--- config.mk ---
export PLATFORM = sky130hd
export DESIGN_NAME = ballot_session_controller
export DESIGN_NICKNAME = d
export VERILOG_FILES = /design/src/rtl/ballot_pkg.sv /design/src/rtl/session_timer.sv /design/src/rtl/ballot_session_controller.sv
export SDC_FILE = /design/constraint.sdc
export NUM_CORES = 1
export LEC_CHECK = 0
export ABC_AREA = 0
export CORE_ASPECT_RATIO = 0.5
export CORE_MARGIN = 2
export CORE_UTILIZATION = 49
export DETAILED_ROUTE_END_ITERATION = 6
export MAX_ROUTING_LAYER = met4
export PLACE_DENSITY = 0.76
export SLEW_MARGIN = 20
export SYNTH_ARGS = -nofsm -noshare
export SYNTH_HDL_FRONTEND = slang
export SYNTH_SLANG_ARGS = --single-unit
--- constraint.sdc ---
create_clock -name clock -period 1.85 [get_ports clock]
set_input_delay 0.2775 -clock clock [delete_from_list [all_inputs] [get_ports clock]]
set_output_delay 0.2775 -clock clock [all_outputs]
set_load 0.05 [all_outputs]
--- src/rtl/ballot_pkg.sv ---
// Shared definitions for the ballot session controller: FSM state
// encoding, candidate count and a helper for sizing the session timer.
package ballot_pkg;

    localparam int NUM_CAND = 4;

    typedef enum logic [2:0] {
        CLOSED  = 3'd0,
        IDLE    = 3'd1,
        ARMED   = 3'd2,
        COMMIT  = 3'd3,
        LOCKOUT = 3'd4
    } state_t;

    // The timer is loaded with (cycles - 1), so clog2 of the larger
    // duration is always wide enough; never return a zero width.
    function automatic int timer_width(input int a, input int b);
        int m;
        m = (a > b) ? a : b;
        if (m <= 2) begin
            return 1;
        end
        return $clog2(m);
    endfunction

endpackage

--- src/rtl/session_timer.sv ---
// Loadable down-counter shared by the voter timeout and the post-commit
// lockout. It holds at zero, and o_done flags the zero count.
module session_timer #(
    parameter int WIDTH = 10
) (
    input  logic             i_clk,
    input  logic             i_rst_n,
    input  logic             i_load,
    input  logic [WIDTH-1:0] i_load_val,
    output logic             o_done
);

    logic [WIDTH-1:0] r_count;

    // Load takes priority; otherwise count down and stop at zero.
    always_ff @(posedge i_clk or negedge i_rst_n) begin
        if (!i_rst_n) begin
            r_count <= '0;
        end else if (i_load) begin
            r_count <= i_load_val;
        end else if (r_count != '0) begin
            r_count <= r_count - 1'b1;
        end
    end

    assign o_done = (r_count == '0);

endmodule

--- src/rtl/ballot_session_controller.sv ---
// Voting-booth session controller. An officer opens the poll and
// authorises one voter at a time. A single button press is committed as a
// one-cycle one-hot pulse to the logger. Simultaneous presses spoil the
// attempt but keep the session armed. An idle voter is timed out, and a
// lockout window after each commit ignores all buttons.
module ballot_session_controller
    import ballot_pkg::*;
#(
    parameter int TIMEOUT_CYCLES = 1000,
    parameter int LOCKOUT_CYCLES = 16,
    parameter int CNT_W          = 8
) (
    input  logic                clock,
    input  logic                reset,
    input  logic                poll_open,
    input  logic                voter_auth,
    input  logic [NUM_CAND:1]   valid_vote,
    output logic [NUM_CAND:1]   cast_vote,
    output logic                ready,
    output logic [CNT_W-1:0]    voters_served,
    output logic [CNT_W-1:0]    spoilt_count,
    output logic [CNT_W-1:0]    timeout_count,
    output logic [2:0]          state_o
);

    localparam int TMR_W = timer_width(TIMEOUT_CYCLES, LOCKOUT_CYCLES);
    // A duration of N cycles is realised by loading N-1 and leaving on zero.
    localparam logic [TMR_W-1:0] TIMEOUT_LOAD = TMR_W'(TIMEOUT_CYCLES - 1);
    localparam logic [TMR_W-1:0] LOCKOUT_LOAD = TMR_W'(LOCKOUT_CYCLES - 1);

    function automatic logic [CNT_W-1:0] sat_inc(input logic [CNT_W-1:0] v);
        return (&v) ? v : v + 1'b1;
    endfunction

    logic                r_rst_sync;
    logic                w_rst_n;
    state_t              r_state;
    state_t              w_next;
    logic [NUM_CAND:1]   r_vote;
    logic [CNT_W-1:0]    r_served;
    logic [CNT_W-1:0]    r_spoilt;
    logic [CNT_W-1:0]    r_timeout;
    logic                w_single;
    logic                w_multi;
    logic                w_accept;
    logic                w_spoil;
    logic                w_timeout;
    logic                w_commit;
    logic                w_tmr_load;
    logic [TMR_W-1:0]    w_tmr_val;
    logic                w_tmr_done;

    // Reset asserts immediately but releases only after one clock edge.
    // The first state update therefore lands on the second edge.
    always_ff @(posedge clock or negedge reset) begin
        if (!reset) begin
            r_rst_sync <= 1'b0;
        end else begin
            r_rst_sync <= 1'b1;
        end
    end

    assign w_rst_n = r_rst_sync;

    // Press classification: exactly one button, or a spoiling multi-press.
    assign w_single = $onehot(valid_vote);
    assign w_multi  = (valid_vote != '0) && !w_single;

    session_timer #(
        .WIDTH (TMR_W)
    ) u_timer (
        .i_clk      (clock),
        .i_rst_n    (w_rst_n),
        .i_load     (w_tmr_load),
        .i_load_val (w_tmr_val),
        .o_done     (w_tmr_done)
    );

    // State register.
    always_ff @(posedge clock or negedge w_rst_n) begin
        if (!w_rst_n) begin
            r_state <= CLOSED;
        end else begin
            r_state <= w_next;
        end
    end

    // Next-state, event strobes and outputs. Closing the poll wins over
    // everything except the commit pulse already being driven.
    always_comb begin
        w_next     = r_state;
        w_accept   = 1'b0;
        w_spoil    = 1'b0;
        w_timeout  = 1'b0;
        w_commit   = 1'b0;
        w_tmr_load = 1'b0;
        w_tmr_val  = TIMEOUT_LOAD;
        case (r_state)
            CLOSED: begin
                if (poll_open) begin
                    w_next = IDLE;
                end
            end
            IDLE: begin
                if (!poll_open) begin
                    w_next = CLOSED;
                end else if (voter_auth) begin
                    w_next     = ARMED;
                    w_tmr_load = 1'b1;
                end
            end
            ARMED: begin
                if (!poll_open) begin
                    w_next = CLOSED;
                end else if (w_single) begin
                    w_next   = COMMIT;
                    w_accept = 1'b1;
                end else if (w_multi) begin
                    w_spoil    = 1'b1;
                    w_tmr_load = 1'b1;
                end else if (w_tmr_done) begin
                    w_next    = IDLE;
                    w_timeout = 1'b1;
                end
            end
            COMMIT: begin
                w_commit = 1'b1;
                if (!poll_open) begin
                    w_next = CLOSED;
                end else begin
                    w_next     = LOCKOUT;
                    w_tmr_load = 1'b1;
                    w_tmr_val  = LOCKOUT_LOAD;
                end
            end
            LOCKOUT: begin
                if (!poll_open) begin
                    w_next = CLOSED;
                end else if (w_tmr_done) begin
                    w_next = IDLE;
                end
            end
            default: begin
                w_next = CLOSED;
            end
        endcase
        ready     = (r_state == ARMED);
        cast_vote = w_commit ? r_vote : '0;
    end

    // Hold the accepted one-hot press until the commit cycle.
    always_ff @(posedge clock or negedge w_rst_n) begin
        if (!w_rst_n) begin
            r_vote <= '0;
        end else if (w_accept) begin
            r_vote <= valid_vote;
        end
    end

    // Saturating statistics counters.
    always_ff @(posedge clock or negedge w_rst_n) begin
        if (!w_rst_n) begin
            r_served  <= '0;
            r_spoilt  <= '0;
            r_timeout <= '0;
        end else begin
            if (w_commit) begin
                r_served <= sat_inc(r_served);
            end
            if (w_spoil) begin
                r_spoilt <= sat_inc(r_spoilt);
            end
            if (w_timeout) begin
                r_timeout <= sat_inc(r_timeout);
            end
        end
    end

    assign voters_served = r_served;
    assign spoilt_count  = r_spoilt;
    assign timeout_count = r_timeout;
    assign state_o       = r_state;

endmodule

== Word level (Yosys, flattened, before mapping) ==
Cells that the tools add are included.
Storage, ports and cells
  register bits: 42
  latch bits: 0
  memory bits (writable): 0
  memory bits (read-only): 0
  output and inout bits: 32
  word-level logic and storage cells: 71
  memories kept: 0
Operators by class
  add/subtract/negate cells: 7
  multiply operators: 0
  divide/modulo/power cells: 0
  magnitude comparators: 0
  equality and inequality tests: 8
  shift-type cells: 0
  mux-type cells: 32
  bitwise logic cells: 3
  reductions and logical operators: 14
Operators with widths (number)
  $mux 10: 4
  $mux 3: 9
  $add 8x1->8 const B: 3
  $reduce_and 8->1: 3
  $mux 1: 16
  $pmux 3 s5: 1
  $logic_not 10->1: 1
  $reduce_bool 10->1: 1
  $sub 10x1->10 const B: 1
  $eq 3x1->1 const B: 2
  $eq 3x2->1 const B: 2
  $reduce_and 2->1: 3
  $add 1x1->2: 2
  $mux 4: 1
  $ne 4x4->1 const B: 1
  $reduce_bool 4->1: 1
  $add 2x2->3: 1
  $eq 3x3->1 const B: 1
  $logic_not 3->1: 1
  $ne 3x3->1 const B: 1
  $not 1->1: 3
  $pmux 1 s3: 1
  $reduce_and 3->1: 1
  $ne 2x2->1 const B: 1
  other kinds (3): 3

== Logic depth before layout (Yosys ltp) ==
  word-level depth: 10
  mapped depth: 11
  gate-level depth less buffers: 10

== Hierarchy ==
From an unflattened synthesis, not the netlist that was laid out.
Unflattened totals
  cell total of the unflattened synthesis: 227
  area total of the unflattened synthesis: 2304.7 µm²
By module, submodules not included
  ballot_session_controller: instances 1, cells an instance 160, area an instance 1710.4 µm², seq. area each 800.8 µm²
  session_timer: instances 1, cells an instance 67, area an instance 594.3 µm², seq. area each 250.2 µm²

== Worst setup path after synthesis ==
OpenSTA, ideal clock, no wires.
  path type: input-to-reg
  start: input valid_vote[1] in the netlist's numbering
  end: register r_timeout[1] (netlist: timeout_count[1])
  setup time: 128 ps
  data arrival time: 2495 ps
  data required time: 1722 ps
  path slack: -772 ps
  stages on the path: 10
  buffers on the path: 1
  path through: inv_1 > fa_1 > inv_1 > ha_1 > ha_1 > nor3b_1 > nand3b_1 > or3_1 > buf_6 > mux2_1
On the way
  longest elaborated chain between the ends: 10
  elaborated cells on any way between the ends: 11
RTL lines
  start, declared: RTL line ballot_session_controller.sv:17  | input logic [NUM_CAND:1] valid_vote,
  $add 1x1->2 (not written as such): RTL line ballot_session_controller.sv:66  | assign w_single = $onehot(valid_vote);
  $add 2x2->3 (not written as such): RTL line ballot_session_controller.sv:66
  $eq 3x1->1: RTL line ballot_session_controller.sv:66
  $logic_not 1->1: RTL line ballot_session_controller.sv:67  | assign w_multi = (valid_vote != '0) && !w_single;
  $logic_and 1x1->1: RTL line ballot_session_controller.sv:67
  $mux 1: RTL line ballot_session_controller.sv:118  | end else if (w_multi) begin
  $mux 1 (*): RTL line ballot_session_controller.sv:115  | end else if (w_single) begin
  $mux 1 (*): RTL line ballot_session_controller.sv:113  | if (!poll_open) begin
  $mux 1 (*): RTL line ballot_session_controller.sv:98  | case (r_state)
  $reduce_and 2->1 (no source line) (*)
  end signal, assigned: RTL line ballot_session_controller.sv:174  | r_timeout <= sat_inc(r_timeout);
  end, declared: RTL line ballot_session_controller.sv:42  | logic [CNT_W-1:0] r_timeout;
Mark *: on every way between the ends. The rest lies on a longest branch, timed or not.
A chain may end at the register's enable or synchronous reset.

== Final worst setup path ==
  start: input valid_vote[2] in the netlist's numbering
  end: register u_timer.r_count[8]
On the way
  longest elaborated chain between the ends: 10
  elaborated cells on any way between the ends: 12
RTL lines
  $add 1x1->2 (not written as such): RTL line ballot_session_controller.sv:66
  $add 2x2->3 (not written as such): RTL line ballot_session_controller.sv:66
  $eq 3x1->1: RTL line ballot_session_controller.sv:66
  $logic_not 1->1: RTL line ballot_session_controller.sv:67
  $logic_and 1x1->1: RTL line ballot_session_controller.sv:67
  $mux 1: RTL line ballot_session_controller.sv:118
  $mux 1 (*): RTL line ballot_session_controller.sv:115
  $mux 1 (*): RTL line ballot_session_controller.sv:113
  $pmux 1 s3 (*): RTL line ballot_session_controller.sv:98
  $mux 10 or $reduce_bool 2->1 (tied branches)
  end signal, assigned: RTL line session_timer.sv:20  | r_count <= i_load_val;
  end signal, assigned: RTL line session_timer.sv:22  | r_count <= r_count - 1'b1;
  end, declared: RTL line session_timer.sv:13  | logic [WIDTH-1:0] r_count;
Marked as above.

==> key figures <==
Cells and area
  • Area Overhead vs Synth: 50.8%
  • Nets: 293
  • Post-Layout Cell Count: 332
  • Antenna diode count: 0
  • Final cell area excluding filler cells: 0.00322 mm2
  • Share of cells above drive strength 1: 39.6%

Global routing
  • Vias in the first global route: 1875
  • Initial antenna violation count: 0
  • Grt ovf: 0
  • Largest net degree at the start of global routing: 42
  • GRT Util Overall: 23.1%
  • First-pass GRT wire length: 8650 um

CTS
  • CTS Hold Bufs: 0
  • Clk sinks: 42
  • Clk slew on worst S/H paths: 80 ps
  • CTS tree: yes
  • CTS Buf Count: 5
  • Clock H-tree levels: 2
  • Clk root buf: clkbuf_8
  • Max clock buf depth: 2
  • Latest clock arrival within the worst-skew pair: 300 ps

Synth
  • Asr flop ratio synth: 100%
  • Yosys top cell area share: 49.2%
  • YS warnings: 0
  • Seq cells post-synth: 42
  • Post-synthesis cell area: 0.00214 mm2
  • Count leader, synth: dfrtp_1
  • Syn Area/Cell: 10.7 um2
  • Largest cells by area after synthesis: dfrtp_1 (49%), xnor2_1 (6.6%), xor2_1 (4.5%)
  • Sequential share of the synthesized area: 49.2%
  • Main synth FF type: dfrtp_1
  • Yosys top cell by area: dfrtp_1
  • Number of flops mapped to enable cells by yosys: 0
  • Post-synth cell types: 44
  • Mapped Cells: 200
  • Commonest cells in the netlist: dfrtp_1 (42), nand2_1 (22), xnor2_1 (16)
  • Syn nets: 216

STA
  • Rel. slew slack: 64.5%
  • RSZ-0062 raised after global routing: true
  • Highest clock rate: 448 MHz
  • Final Max Slew Viols: 0
  • Tcrit/Tclk final: 121%
  • Worst hold slack: 129 ps
  • Worst-margin pin slew: 533 ps
  • Fin Clk Skew: 5.15 ps
  • Finish-stage setup viols: 32
  • Setup ws final: -380 ps
  • Setup tns final: -9760 ps
  • Min Tclk post-route: 2230 ps
  • Fin. Hold Viols: 0

Floorplanning
  • Chip Width: 97.4 um
  • IO Pins: 40
  • Die area: 0.00494 mm2
  • Row Count: 16
  • Initial Util: 52.9%
  • Die Ht: 50.7 um
  • Core footprint: 0.00404 mm2

Route
  • Via count: 1770
  • # DRC: 0
  • Met2 WL post-DR: 2680 um
  • Top Metal Used: met4
  • Routed WL: 5180 um
  • Met1 Wirelength: 2250 um
  • Final antenna-violating net count: 0
  • Met3 wire len: 163 um
  • Via density: 5.33
  • DR iter-0 viols: 53
  • Drt first pass iters: 4
  • DR WL/cell: 15.6 um

Status
  • Status: complete, but fails checks
  • Failing checks: setup timing

Critical path
  • Worst path most repeated cell: buf_6
  • Crit path cell chain: buf_6 > inv_4 > fa_1 > inv_1 > ha_2 > ha_4 > nor3b_4 > buf_6 > nor3b_4 > buf_4 > buf_6 > a21oi_4 > buf_6 > a31oi_2
  • Setup crit end kind: register
  • Reg2Reg Setup Slack: -180 ps
  • Worst r2r dst: timeout_count[5]$_DFFE_PN0P_
  • Crit path from: valid_vote[2]
  • Critical path's slowest cell: fa_1
  • R2R cell count: 7
  • Worst r2r src: u_timer.r_count[0]$_DFFE_PN0P_
  • Largest fanout on the critical path: 3
  • Crit path kind: in -> reg
  • Worst Path Arrival: 2390 ps
  • Critical Path Start Type: input port
  • Worst path required time: 2010 ps
  • Slowest Stage Delay on Critical Path: 530 ps

Power and ir drop
  • Static Leak: 1.55 nW
  • Power, Total: 3.93 mW
  • VDD IR max: 972 uV
  • PwrDens: 1220 mW/mm2

Min path
  • Min-Delay Path Class: in -> async

Place
  • Post-detail-place hpwl: 3510 um
  • Routability Congestion: 0.832
  • DP Cell Count: 319
  • Placed cell area: 0.00287 mm2
  • # port buffers: 39

Flow run
  • Max Cap Viol: 0
-- sequential cells by signal, summed over array words and instances (netlist names) --
| signal | cells |
|---|---|
| r_vote | 4 |
| spoilt_count | 8 |
| voters_served | 8 |
| u_timer.r_count | 10 |
| state_o | 3 |
| r_rst_sync | 1 |
| timeout_count | 8 |
-- through the flow --
step           util [%]  worst slack (ps)
2_1_floorplan         -              -572
3_3_place_gp       70.9             -1270
3_5_place_dp       70.9             -1340
4_1_cts            77.3              -390
5_1_grt            79.7              -470
6_report           79.7              -380
-- cell families after synthesis --
logic type | count (synthesis) | synth area share [%]
buffers and inverters | 13 | 2.63
adder cells (fa/ha/maj) | 8 | 5.03
AO/OA/AOI/OAI | 21 | 6.03
flip-flops | 42 | 49.2
multiplexers | 4 | 2.11
XOR/XNOR | 27 | 11.1
AND/OR/NAND/NOR | 84 | 23.8
other | 1 | 0.175
-- placed cells by master, fill, tap and decap left out, types with 5 or more instances in the layout --
master and count:
dfrtp_1 42, buf_4 41, nand2_1 15, xnor2_1 15, clkdlybuf4s50_1 14, xor2_1 11
nor2_1 8, nand4_1 8, buf_6 8, inv_1 7, o21ai_2 6, and2_4 5
nand2_2 5, ha_1 5, clkbuf_8 5, buf_12 5
-- layout make-up --
class | instances | area [um2]
flip-flops and latches | 42 | 1050
inverters | 10 | 47.5
clock buffers | 6 | 72.6
well taps | 54 | 67.6
repair buffers | 73 | 696
clock inverters | 2 | 37.5
fillers | 230 | 820
multi-input cells | 145 | 1250
-- worst max-delay path, delay by kind of cell --
kind                       cells  cell delay, ps
adders and majority gates      3             960
buffers and inverters          7             680
AOI/OAI and AO/OA              2             250
and+or+nand+nor                2             230
-- timing repair --
| item | CTS | global route |
|---|---|---|
| setup endpoints to repair | 36 | 38 |
| pin swaps | 18 | 17 |
| gates resized for setup | 43 | 24 |
| setup buffers | 4 | 3 |
-- per-layer routing --
layer	up-vias	GRT usage, %
met3	11	5.15
li1	841	-
met4	0	10.4
met1	884	28.4
met5	-	-
met2	34	37.4
-- worst max path at each step --
| stage | slack, ps | end | cells after the start |
|---|---|---|---|
| final | -380 | u_timer.r_count[8]$_DFFE_PN0P_ | 14 |
| after detailed placement | -1340 | timeout_count[5]$_DFFE_PN0P_ | 11 |
| after global routing | -470 | spoilt_count[3]$_DFFE_PN0P_ | 12 |
| after global placement | -1270 | timeout_count[1]$_DFFE_PN0P_ | 10 |
| after CTS | -390 | spoilt_count[1]$_DFFE_PN0P_ | 11 |
| after floorplan | -570 | timeout_count[1]$_DFFE_PN0P_ | 10 |
-- report_power, final --
| group | switching (mW) | internal, mW | total, mW |
|---|---|---|---|
| Combinational | 0.993 | 0.826 | 1.82 |
| Sequential | 0.235 | 1.15 | 1.39 |
| Clock | 0.322 | 0.403 | 0.724 |
| Total | 1.55 | 2.38 | 3.93 |
Note: power is estimated with default switching activity, not from simulation.
